--- src/rtl/simon_pkg.sv ---
// Shared Simon definitions: z-sequences, word-rotation helpers, round function and enums.
package simon_pkg;

  localparam int unsigned MAX_W = 64;
  localparam int unsigned Z_LEN = 62;
  localparam int unsigned ZI_W  = $clog2(Z_LEN);

  typedef enum logic {
    ENC = 1'b0,
    DEC = 1'b1
  } mode_e;

  typedef enum logic [1:0] {
    KEY_EMPTY  = 2'd0,
    KEY_EXPAND = 2'd1,
    KEY_READY  = 2'd2
  } key_state_e;

  // Sequences are written first-element-first; reversal puts element 0 at bit 0.
  function automatic logic [Z_LEN-1:0] rev_z(input logic [Z_LEN-1:0] v);
    logic [Z_LEN-1:0] r;
    r = '0;
    for (int i = 0; i < int'(Z_LEN); i++) r[i] = v[int'(Z_LEN) - 1 - i];
    return r;
  endfunction

  localparam logic [Z_LEN-1:0] Z0 = rev_z(62'b11111010001001010110000111001101111101000100101011000011100110);
  localparam logic [Z_LEN-1:0] Z1 = rev_z(62'b10001110111110010011000010110101000111011111001001100001011010);
  localparam logic [Z_LEN-1:0] Z2 = rev_z(62'b10101111011100000011010010011000101000010001111110010110110011);
  localparam logic [Z_LEN-1:0] Z3 = rev_z(62'b11011011101011000110010111100000010010001010011100110100001111);
  localparam logic [Z_LEN-1:0] Z4 = rev_z(62'b11010001111001101011011000100000010111000011001010010011101111);

  function automatic logic [Z_LEN-1:0] z_sel(input int unsigned idx);
    case (idx)
      0:       return Z0;
      1:       return Z1;
      2:       return Z2;
      3:       return Z3;
      default: return Z4;
    endcase
  endfunction

  function automatic logic [MAX_W-1:0] width_mask(input int unsigned w);
    return (MAX_W'(1) << w) - MAX_W'(1);
  endfunction

  function automatic logic [MAX_W-1:0] rol(input logic [MAX_W-1:0] x, input int unsigned s,
                                           input int unsigned w);
    logic [MAX_W-1:0] v;
    v = x & width_mask(w);
    return ((v << s) | (v >> (w - s))) & width_mask(w);
  endfunction

  function automatic logic [MAX_W-1:0] ror(input logic [MAX_W-1:0] x, input int unsigned s,
                                           input int unsigned w);
    return rol(x, w - s, w);
  endfunction

  function automatic logic [MAX_W-1:0] simon_f(input logic [MAX_W-1:0] x, input int unsigned w);
    return (rol(x, 1, w) & rol(x, 8, w)) ^ rol(x, 2, w);
  endfunction

endpackage

--- src/rtl/simon_key_expand.sv ---
// Round-key expansion: loads the master key, then derives one round key per cycle.
module simon_key_expand
  import simon_pkg::*;
#(
  parameter int unsigned WORD_W    = 16,
  parameter int unsigned KEY_WORDS = 4,
  parameter int unsigned ROUNDS    = 32,
  parameter int unsigned Z_IDX     = 0
) (
  input  logic                          clk,
  input  logic                          rst,
  input  logic [KEY_WORDS*WORD_W-1:0]   key_in,
  input  logic                          key_load,
  input  logic                          pipe_busy,
  output logic                          key_ready_c,
  output logic                          key_valid,
  output logic [ROUNDS*WORD_W-1:0]      rk
);

  localparam int unsigned IDX_W = $clog2(ROUNDS);
  localparam logic [Z_LEN-1:0]  ZSEQ     = z_sel(Z_IDX);
  localparam logic [WORD_W-1:0] RK_CONST = ~WORD_W'(3);

  key_state_e        state;
  key_state_e        state_nxt;
  logic              load_acc;
  logic              gen_en;
  logic [IDX_W-1:0]  idx;
  logic [ZI_W-1:0]   zi;
  logic [WORD_W-1:0] rk_q [ROUNDS];
  logic [WORD_W-1:0] tmp;
  logic [WORD_W-1:0] rk_new;

  always_ff @(posedge clk) begin
    if (!rst) state <= KEY_EMPTY;
    else      state <= state_nxt;
  end

  always_comb begin
    state_nxt = state;
    case (state)
      KEY_EMPTY, KEY_READY: if (load_acc) state_nxt = KEY_EXPAND;
      KEY_EXPAND:           if (idx == IDX_W'(ROUNDS - 1)) state_nxt = KEY_READY;
      default:              state_nxt = KEY_EMPTY;
    endcase
  end

  // Keys may only change with nothing in flight, so loads wait for an empty pipe.
  always_comb begin
    key_ready_c = (state != KEY_EXPAND) && !pipe_busy;
    load_acc    = key_load && key_ready_c;
    gen_en      = (state == KEY_EXPAND);
  end

  always_ff @(posedge clk) begin
    if (!rst) begin
      key_valid <= 1'b0;
      idx       <= '0;
      zi        <= '0;
    end else begin
      key_valid <= (state_nxt == KEY_READY);
      if (load_acc) begin
        idx <= IDX_W'(KEY_WORDS);
        zi  <= '0;
      end else if (gen_en) begin
        idx <= idx + IDX_W'(1);
        zi  <= (zi == ZI_W'(Z_LEN - 1)) ? '0 : zi + ZI_W'(1);
      end
    end
  end

  always_comb begin
    tmp = WORD_W'(ror(MAX_W'(rk_q[idx - IDX_W'(1)]), 3, WORD_W));
    if (KEY_WORDS == 4) tmp = tmp ^ rk_q[idx - IDX_W'(3)];
    tmp    = tmp ^ WORD_W'(ror(MAX_W'(tmp), 1, WORD_W));
    rk_new = rk_q[idx - IDX_W'(KEY_WORDS)] ^ tmp ^ RK_CONST ^ WORD_W'(ZSEQ[zi]);
  end

  always_ff @(posedge clk) begin
    if (load_acc) begin
      for (int j = 0; j < int'(KEY_WORDS); j++) rk_q[j] <= key_in[j*WORD_W +: WORD_W];
    end else if (gen_en) begin
      rk_q[idx] <= rk_new;
    end
  end

  for (genvar j = 0; j < int'(ROUNDS); j++) begin : g_rk_out
    assign rk[j*WORD_W +: WORD_W] = rk_q[j];
  end

endmodule

--- src/rtl/simon_pipe_core.sv ---
// Fully unrolled Simon pipeline, one round per stage, with valid/ready back-pressure.
// Optional SIMON_TAG_EN adds in_tag/out_tag carried alongside each block.
module simon_pipe_core
  import simon_pkg::*;
#(
  parameter int unsigned WORD_W    = 16,
  parameter int unsigned KEY_WORDS = 4,
  parameter int unsigned ROUNDS    = 32,
  parameter int unsigned Z_IDX     = 0
`ifdef SIMON_TAG_EN
  ,
  parameter int unsigned TAG_W     = 8
`endif
) (
  input  logic                        clk,
  input  logic                        rst,
  input  logic [KEY_WORDS*WORD_W-1:0] key_in,
  input  logic                        key_load,
  output logic                        key_ready,
  output logic                        key_valid,
  input  logic                        in_valid,
  output logic                        in_ready,
  input  logic                        in_mode,
`ifdef SIMON_TAG_EN
  input  logic [TAG_W-1:0]            in_tag,
  output logic [TAG_W-1:0]            out_tag,
`endif
  input  logic [2*WORD_W-1:0]         in_data,
  output logic                        out_valid,
  input  logic                        out_ready,
  output logic                        out_mode,
  output logic [2*WORD_W-1:0]         out_data
);

  localparam int unsigned BLK_W = 2 * WORD_W;
  localparam int unsigned LAST  = ROUNDS - 1;

  logic                     advance;
  logic                     fire;
  logic                     pipe_busy;
  logic [ROUNDS*WORD_W-1:0] rk;
  logic [BLK_W-1:0]         in_swapped;
  logic [BLK_W-1:0]         rnd      [ROUNDS];
  logic [BLK_W-1:0]         st_data  [LAST];
  logic [LAST-1:0]          st_valid;
  logic [LAST-1:0]          st_mode;
`ifdef SIMON_TAG_EN
  logic [TAG_W-1:0]         st_tag   [LAST];
`endif

  function automatic logic [BLK_W-1:0] swap_halves(input logic [BLK_W-1:0] v);
    return {v[WORD_W-1:0], v[BLK_W-1:WORD_W]};
  endfunction

  simon_key_expand #(
    .WORD_W    (WORD_W),
    .KEY_WORDS (KEY_WORDS),
    .ROUNDS    (ROUNDS),
    .Z_IDX     (Z_IDX)
  ) u_key (
    .clk         (clk),
    .rst         (rst),
    .key_in      (key_in),
    .key_load    (key_load),
    .pipe_busy   (pipe_busy),
    .key_ready_c (key_ready),
    .key_valid   (key_valid),
    .rk          (rk)
  );

  assign advance    = !out_valid || out_ready;
  assign in_ready   = key_valid && advance;
  assign fire       = in_valid && in_ready;
  assign pipe_busy  = (|st_valid) || out_valid;
  assign in_swapped = (mode_e'(in_mode) == DEC) ? swap_halves(in_data) : in_data;

  // Decrypt reuses the encrypt round on swapped halves with the key order reversed.
  for (genvar s = 0; s < int'(ROUNDS); s++) begin : g_round
    logic [BLK_W-1:0]  src;
    logic              md;
    logic [WORD_W-1:0] rkey;
    if (s == 0) begin : g_first
      assign src = in_swapped;
      assign md  = in_mode;
    end else begin : g_next
      assign src = st_data[s-1];
      assign md  = st_mode[s-1];
    end
    assign rkey   = (mode_e'(md) == DEC) ? rk[(ROUNDS-1-s)*WORD_W +: WORD_W]
                                         : rk[s*WORD_W +: WORD_W];
    assign rnd[s] = {src[WORD_W-1:0] ^ rkey ^
                     WORD_W'(simon_f(MAX_W'(src[BLK_W-1:WORD_W]), WORD_W)),
                     src[BLK_W-1:WORD_W]};
  end

  // Control bits and the output stage; the final stage holds results already un-swapped.
  always_ff @(posedge clk) begin
    if (!rst) begin
      st_valid  <= '0;
      st_mode   <= '0;
      out_valid <= 1'b0;
      out_mode  <= 1'b0;
      out_data  <= '0;
`ifdef SIMON_TAG_EN
      for (int s = 0; s < int'(LAST); s++) st_tag[s] <= '0;
      out_tag   <= '0;
`endif
    end else if (advance) begin
      st_valid[0] <= fire;
      st_mode[0]  <= in_mode;
      for (int s = 1; s < int'(LAST); s++) begin
        st_valid[s] <= st_valid[s-1];
        st_mode[s]  <= st_mode[s-1];
      end
      out_valid <= st_valid[LAST-1];
      out_mode  <= st_mode[LAST-1];
      out_data  <= (mode_e'(st_mode[LAST-1]) == DEC) ? swap_halves(rnd[LAST]) : rnd[LAST];
`ifdef SIMON_TAG_EN
      st_tag[0] <= in_tag;
      for (int s = 1; s < int'(LAST); s++) st_tag[s] <= st_tag[s-1];
      out_tag   <= st_tag[LAST-1];
`endif
    end
  end

  always_ff @(posedge clk) begin
    if (advance) begin
      for (int s = 0; s < int'(LAST); s++) st_data[s] <= rnd[s];
    end
  end

endmodule

--- config.mk ---
export PLATFORM = sky130hd
export DESIGN_NAME = simon_pipe_core
export DESIGN_NICKNAME = d
export VERILOG_FILES = /design/src/rtl/simon_pkg.sv /design/src/rtl/simon_key_expand.sv /design/src/rtl/simon_pipe_core.sv
export SDC_FILE = /design/constraint.sdc
export NUM_CORES = 2
export LEC_CHECK = 0
export CORE_ASPECT_RATIO = 1.2
export CORE_UTILIZATION = 47
export DETAILED_ROUTE_END_ITERATION = 7
export PLACE_DENSITY = 0.71
export SLEW_MARGIN = 20
export SYNTH_ARGS = -nofsm -noshare
export SYNTH_HDL_FRONTEND = slang
export SYNTH_SLANG_ARGS = --single-unit
--- constraint.sdc ---
create_clock -name clk -period 121.3 [get_ports clk]
set_clock_uncertainty 0.1 [all_clocks]
set_input_delay 24.26 -clock clk [delete_from_list [all_inputs] [get_ports clk]]
set_output_delay 24.26 -clock clk [all_outputs]
set_load 0.02 [all_outputs]
==> reports/qor.txt <==
===============================================================================
Post-synth cell types ............................................           72
Worst reg2reg path depth .........................................           12
Leakage power ....................................................      31.0 nW
Floorplan die height .............................................       469 µm
Proportion of power drawn by combinational gates .................        0.389
Crit path capture type ...........................................  output port
Setup-violating endpoint count in the final report ...............            0
Largest fanout of any net on the critical path ...................          108
Post-synthesis net count .........................................         6101
WHS ..............................................................       368 ps
Remaining antenna violation count ................................            0
Clock Sinks ......................................................         1615
Largest net degree at the start of global routing ................          202
Number of synthesized flops with an enable pin ...................         1504
Resize count post-CTS ............................................            0
Number of synthesized register bits ..............................         1615
Met2 global-route usage ..........................................        0.528
Startpoint class of the critical path ............................   input port
Status ........................................................... finished, final reports clean
Die area .........................................................   183000 µm²
Startpoint of the lowest-slack hold path ......................... out_data[25]$_SDFFE_PN0N_
Clock-pin slew on the worst setup and hold paths .................        60 ps
Final critical-path required period ..............................     51040 ps
Vias .............................................................        54674
Post-layout net count ............................................         6248
Global-route layer with the greatest usage .......................         met2
Path class of the lowest-slack min-delay path ....................      reg2reg
Die boundary width ...............................................       391 µm
Kind of critical path ............................................       in2out
Port-buffer cells ................................................          138
Inserted Clock Buffers ...........................................          157
Global-route met3 utilization ....................................       0.0945
H-tree Lvls ......................................................            4
Total Routing Usage GR ...........................................        0.345
Slew at the pin with the worst max-slew slack ....................      1190 ps
Power density over cell area .....................................  29.3 nW/µm²
Mapped Cells .....................................................         5988
Count of yosys warnings during synthesis .........................            0
Switching part of the total power ................................        0.387
Clock latency at the later pin of the worst-skew pair ............       850 ps
Net switching power ..............................................      1.07 mW
IO Pins ..........................................................          139
Source of the worst register-to-register timing path ............. u_key.idx[1]$_SDFFE_PP0P_
Most used DFF post-synth .........................................     edfxtp_1
Antenna violations before repair .................................           29
Data arrival, critical path ......................................     26680 ps
DP Wirelength ....................................................    246000 µm
Hold violation count in the final report .........................            0
Routing usage on met1 ............................................        0.438
Max-Slew Margin vs Limit .........................................        0.208
Setup total negative slack .......................................         0 ps
Mapped cell area .................................................    85300 µm²
Global-route wire length before repair ...........................    426000 µm
Average wire per cell in the routed design .......................      36.7 µm
Max VDD drop .....................................................  0.0000161 V
Buffer cell driving the clock tree root ..........................    clkbuf_16
Synthesis-to-layout area growth ..................................        10.9%
Final number of max-transition violations ........................            0
Fill cells .......................................................        14878
Largest buffer count on any clock path ...........................            3
Pint .............................................................      1.70 mW
Count of max-cap constraint violations ...........................            0
Clock share of power .............................................        0.181
Cell Rows ........................................................          170
Iteration count of the initial detailed-routing pass .............            6
Via count of the first global-routing pass .......................        51581
Unrepaired setup endpoints after global routing ..................        false
Synth async-reset ratio ..........................................            0
Fin crit share ...................................................        0.421
Maximum frequency from static timing analysis ....................   0.0196 GHz
Remaining Overflow, GRT ..........................................            0
DRC violation count after routing ................................            0
Final RePlAce weighted congestion ................................         1.09
Starting Density .................................................        0.475
Data required, critical path .....................................     96940 ps
Power, Total .....................................................      2.77 mW
Fraction of layout instances using a drive strength above 1 ......        0.134
Slack of the worst reg-to-reg path ...............................    113700 ps
Sequential-to-total area share from yosys stat ...................        0.555
End of the worst register-to-register path ....................... u_key.rk_q[18][3]$_DFFE_PP_
Vias per std cell ................................................         6.30
Number of DRC markers after the initial detailed-route iteration .         8345
Clock tree from TritonCTS ........................................        built
Hold Path Depth ..................................................            2
Post-CTS setup buffer count ......................................            0
Share of total power in sequential cells .........................        0.430
Number of hold-repair buffers added at the cts stage .............            0
Standard cell core area ..........................................   180000 µm²
Min-Delay Endpoint ............................................... out_data[25]$_SDFFE_PN0N_
DRT Wirelength ...................................................    319000 µm
Average size of a mapped cell ....................................     14.3 µm²
===============================================================================
[power by group through the flow]
| stage | sequential, mW | clock (mW) | combinational (mW) |
|---|---|---|---|
| after CTS | 1.19 | 0.506 | 1.06 |
| after global routing | 1.21 | 0.527 | 1.12 |
| final | 1.19 | 0.502 | 1.08 |
| after detailed placement | 1.19 | 0 | 1.04 |
| after global placement | 1.19 | 0 | 1.03 |
| after floorplan | 1.08 | 0 | 0.729 |
[cell usage in the layout, fill, tap and decap left out, drive strengths merged, types with 6 or more instances in the layout]
cell type / netlist / final
edfxtp: 1504 / 1504
xnor2: 1087 / 1087
nand2: 843 / 843
mux2i: 545 / 545
xor2: 528 / 528
mux4: 404 / 404
clkbuf: 120 / 190
clkdlybuf4s50: 0 / 136
dfxtp: 111 / 111
buf: 133 / 105
nor2: 104 / 104
nand3: 83 / 83
a21boi: 82 / 82
clkinv: 1 / 58
mux2: 56 / 56
a21oi: 49 / 49
inv: 33 / 44
o21ai: 41 / 41
nor3: 27 / 27
a211oi: 25 / 25
nor2b: 20 / 20
nand4: 18 / 18
nor3b: 18 / 18
bufinv: 0 / 16
and3: 13 / 13
and2: 12 / 12
diode: 0 / 11
clkinvlp: 0 / 11
ha: 11 / 11
a31oi: 9 / 9
o211ai: 9 / 9
nand3b: 9 / 9
a41oi: 8 / 8
a22oi: 8 / 8
nor4: 8 / 8
xnor3: 8 / 8
a211o: 6 / 6
[layout make-up]
type,instances,area [µm²],area share
antenna,11,27.5,0.000291
clock buffer,190,4110,0.0435
tap,2408,3010,0.0318
inverter,34,135,0.00143
multi-input combinational,4086,36700,0.388
clock inverter,95,1080,0.0114
sequential,1615,47400,0.501
timing repair buffer,241,2210,0.0233
[through the flow]
stage,setup slack (ps),std cells,area (µm²),utilization
floorplan,43270,5988,85300,-
global placement,70250,8383,89400,0.498
detailed placement,70250,8383,89400,0.498
CTS,70250,8668,94600,0.527
global route,70160,8670,94700,0.527
finish,70260,8680,94700,0.527
[worst max path at each step]
stage / slack (ps) / endpoint / from
after floorplan: 43270 / in_ready / out_ready
after global placement: 70250 / in_ready / out_ready
after detailed placement: 70250 / in_ready / out_ready
after CTS: 70250 / in_ready / out_ready
after global routing: 70160 / in_ready / out_ready
final: 70260 / in_ready / out_ready
[worst max-delay path: stages]
cell             delay (ps)
clkdlybuf4s50_1         460
nor2b_4                 130
buf_4                   540
inv_8                   400
and2_1                  300
clkdlybuf4s50_1         530
[cells by family (layout without fill, tap and decap cells)]
| family | Yosys count | after routing | share of synthesized area |
|---|---|---|---|
| AOI/OAI and AO/OA | 278 | 278 | 0.0229 |
| other | 0 | 11 | 0 |
| xor gates and xnor gates | 1623 | 1623 | 0.169 |
| adders and majority gates | 11 | 11 | 0.00161 |
| buffers and inverters | 287 | 560 | 0.0168 |
| muxes | 1005 | 1005 | 0.178 |
| DFF | 1615 | 1615 | 0.555 |
| and+or+nand+nor | 1169 | 1169 | 0.0569 |
[routing by layer]
layer | vias to the layer above | part of all wire
met5 | - | 0.00016
met4 | 6 | 0.072
met3 | 802 | 0.11
met2 | 3882 | 0.45
met1 | 27759 | 0.36
li1 | 22225 | -
[state kept, by name, summed over array words and instances (netlist names), named ones only]
signal	cells
out_data	32
out_mode	1
out_valid	1
st_data	992
st_mode	31
st_valid	31
u_key.idx	5
u_key.key_valid	1
u_key.rk_q	512
u_key.state	2
u_key.zi	6
[synth_stat cells, drive strengths merged (41+ instances only)]
cell type / n / area [µm²]
mux2: 56 / 631
mux2i: 545 / 5460
nand2: 843 / 3170
buf: 133 / 852
o21ai: 41 / 205
mux4: 404 / 9110
dfxtp: 111 / 2220
clkbuf: 120 / 450
xnor2: 1087 / 9580
a21oi: 49 / 245
xor2: 528 / 4630
nand3: 83 / 415
nor2: 104 / 390
a21boi: 82 / 619
edfxtp: 1504 / 45200
(Power assumes the default switching activity.)
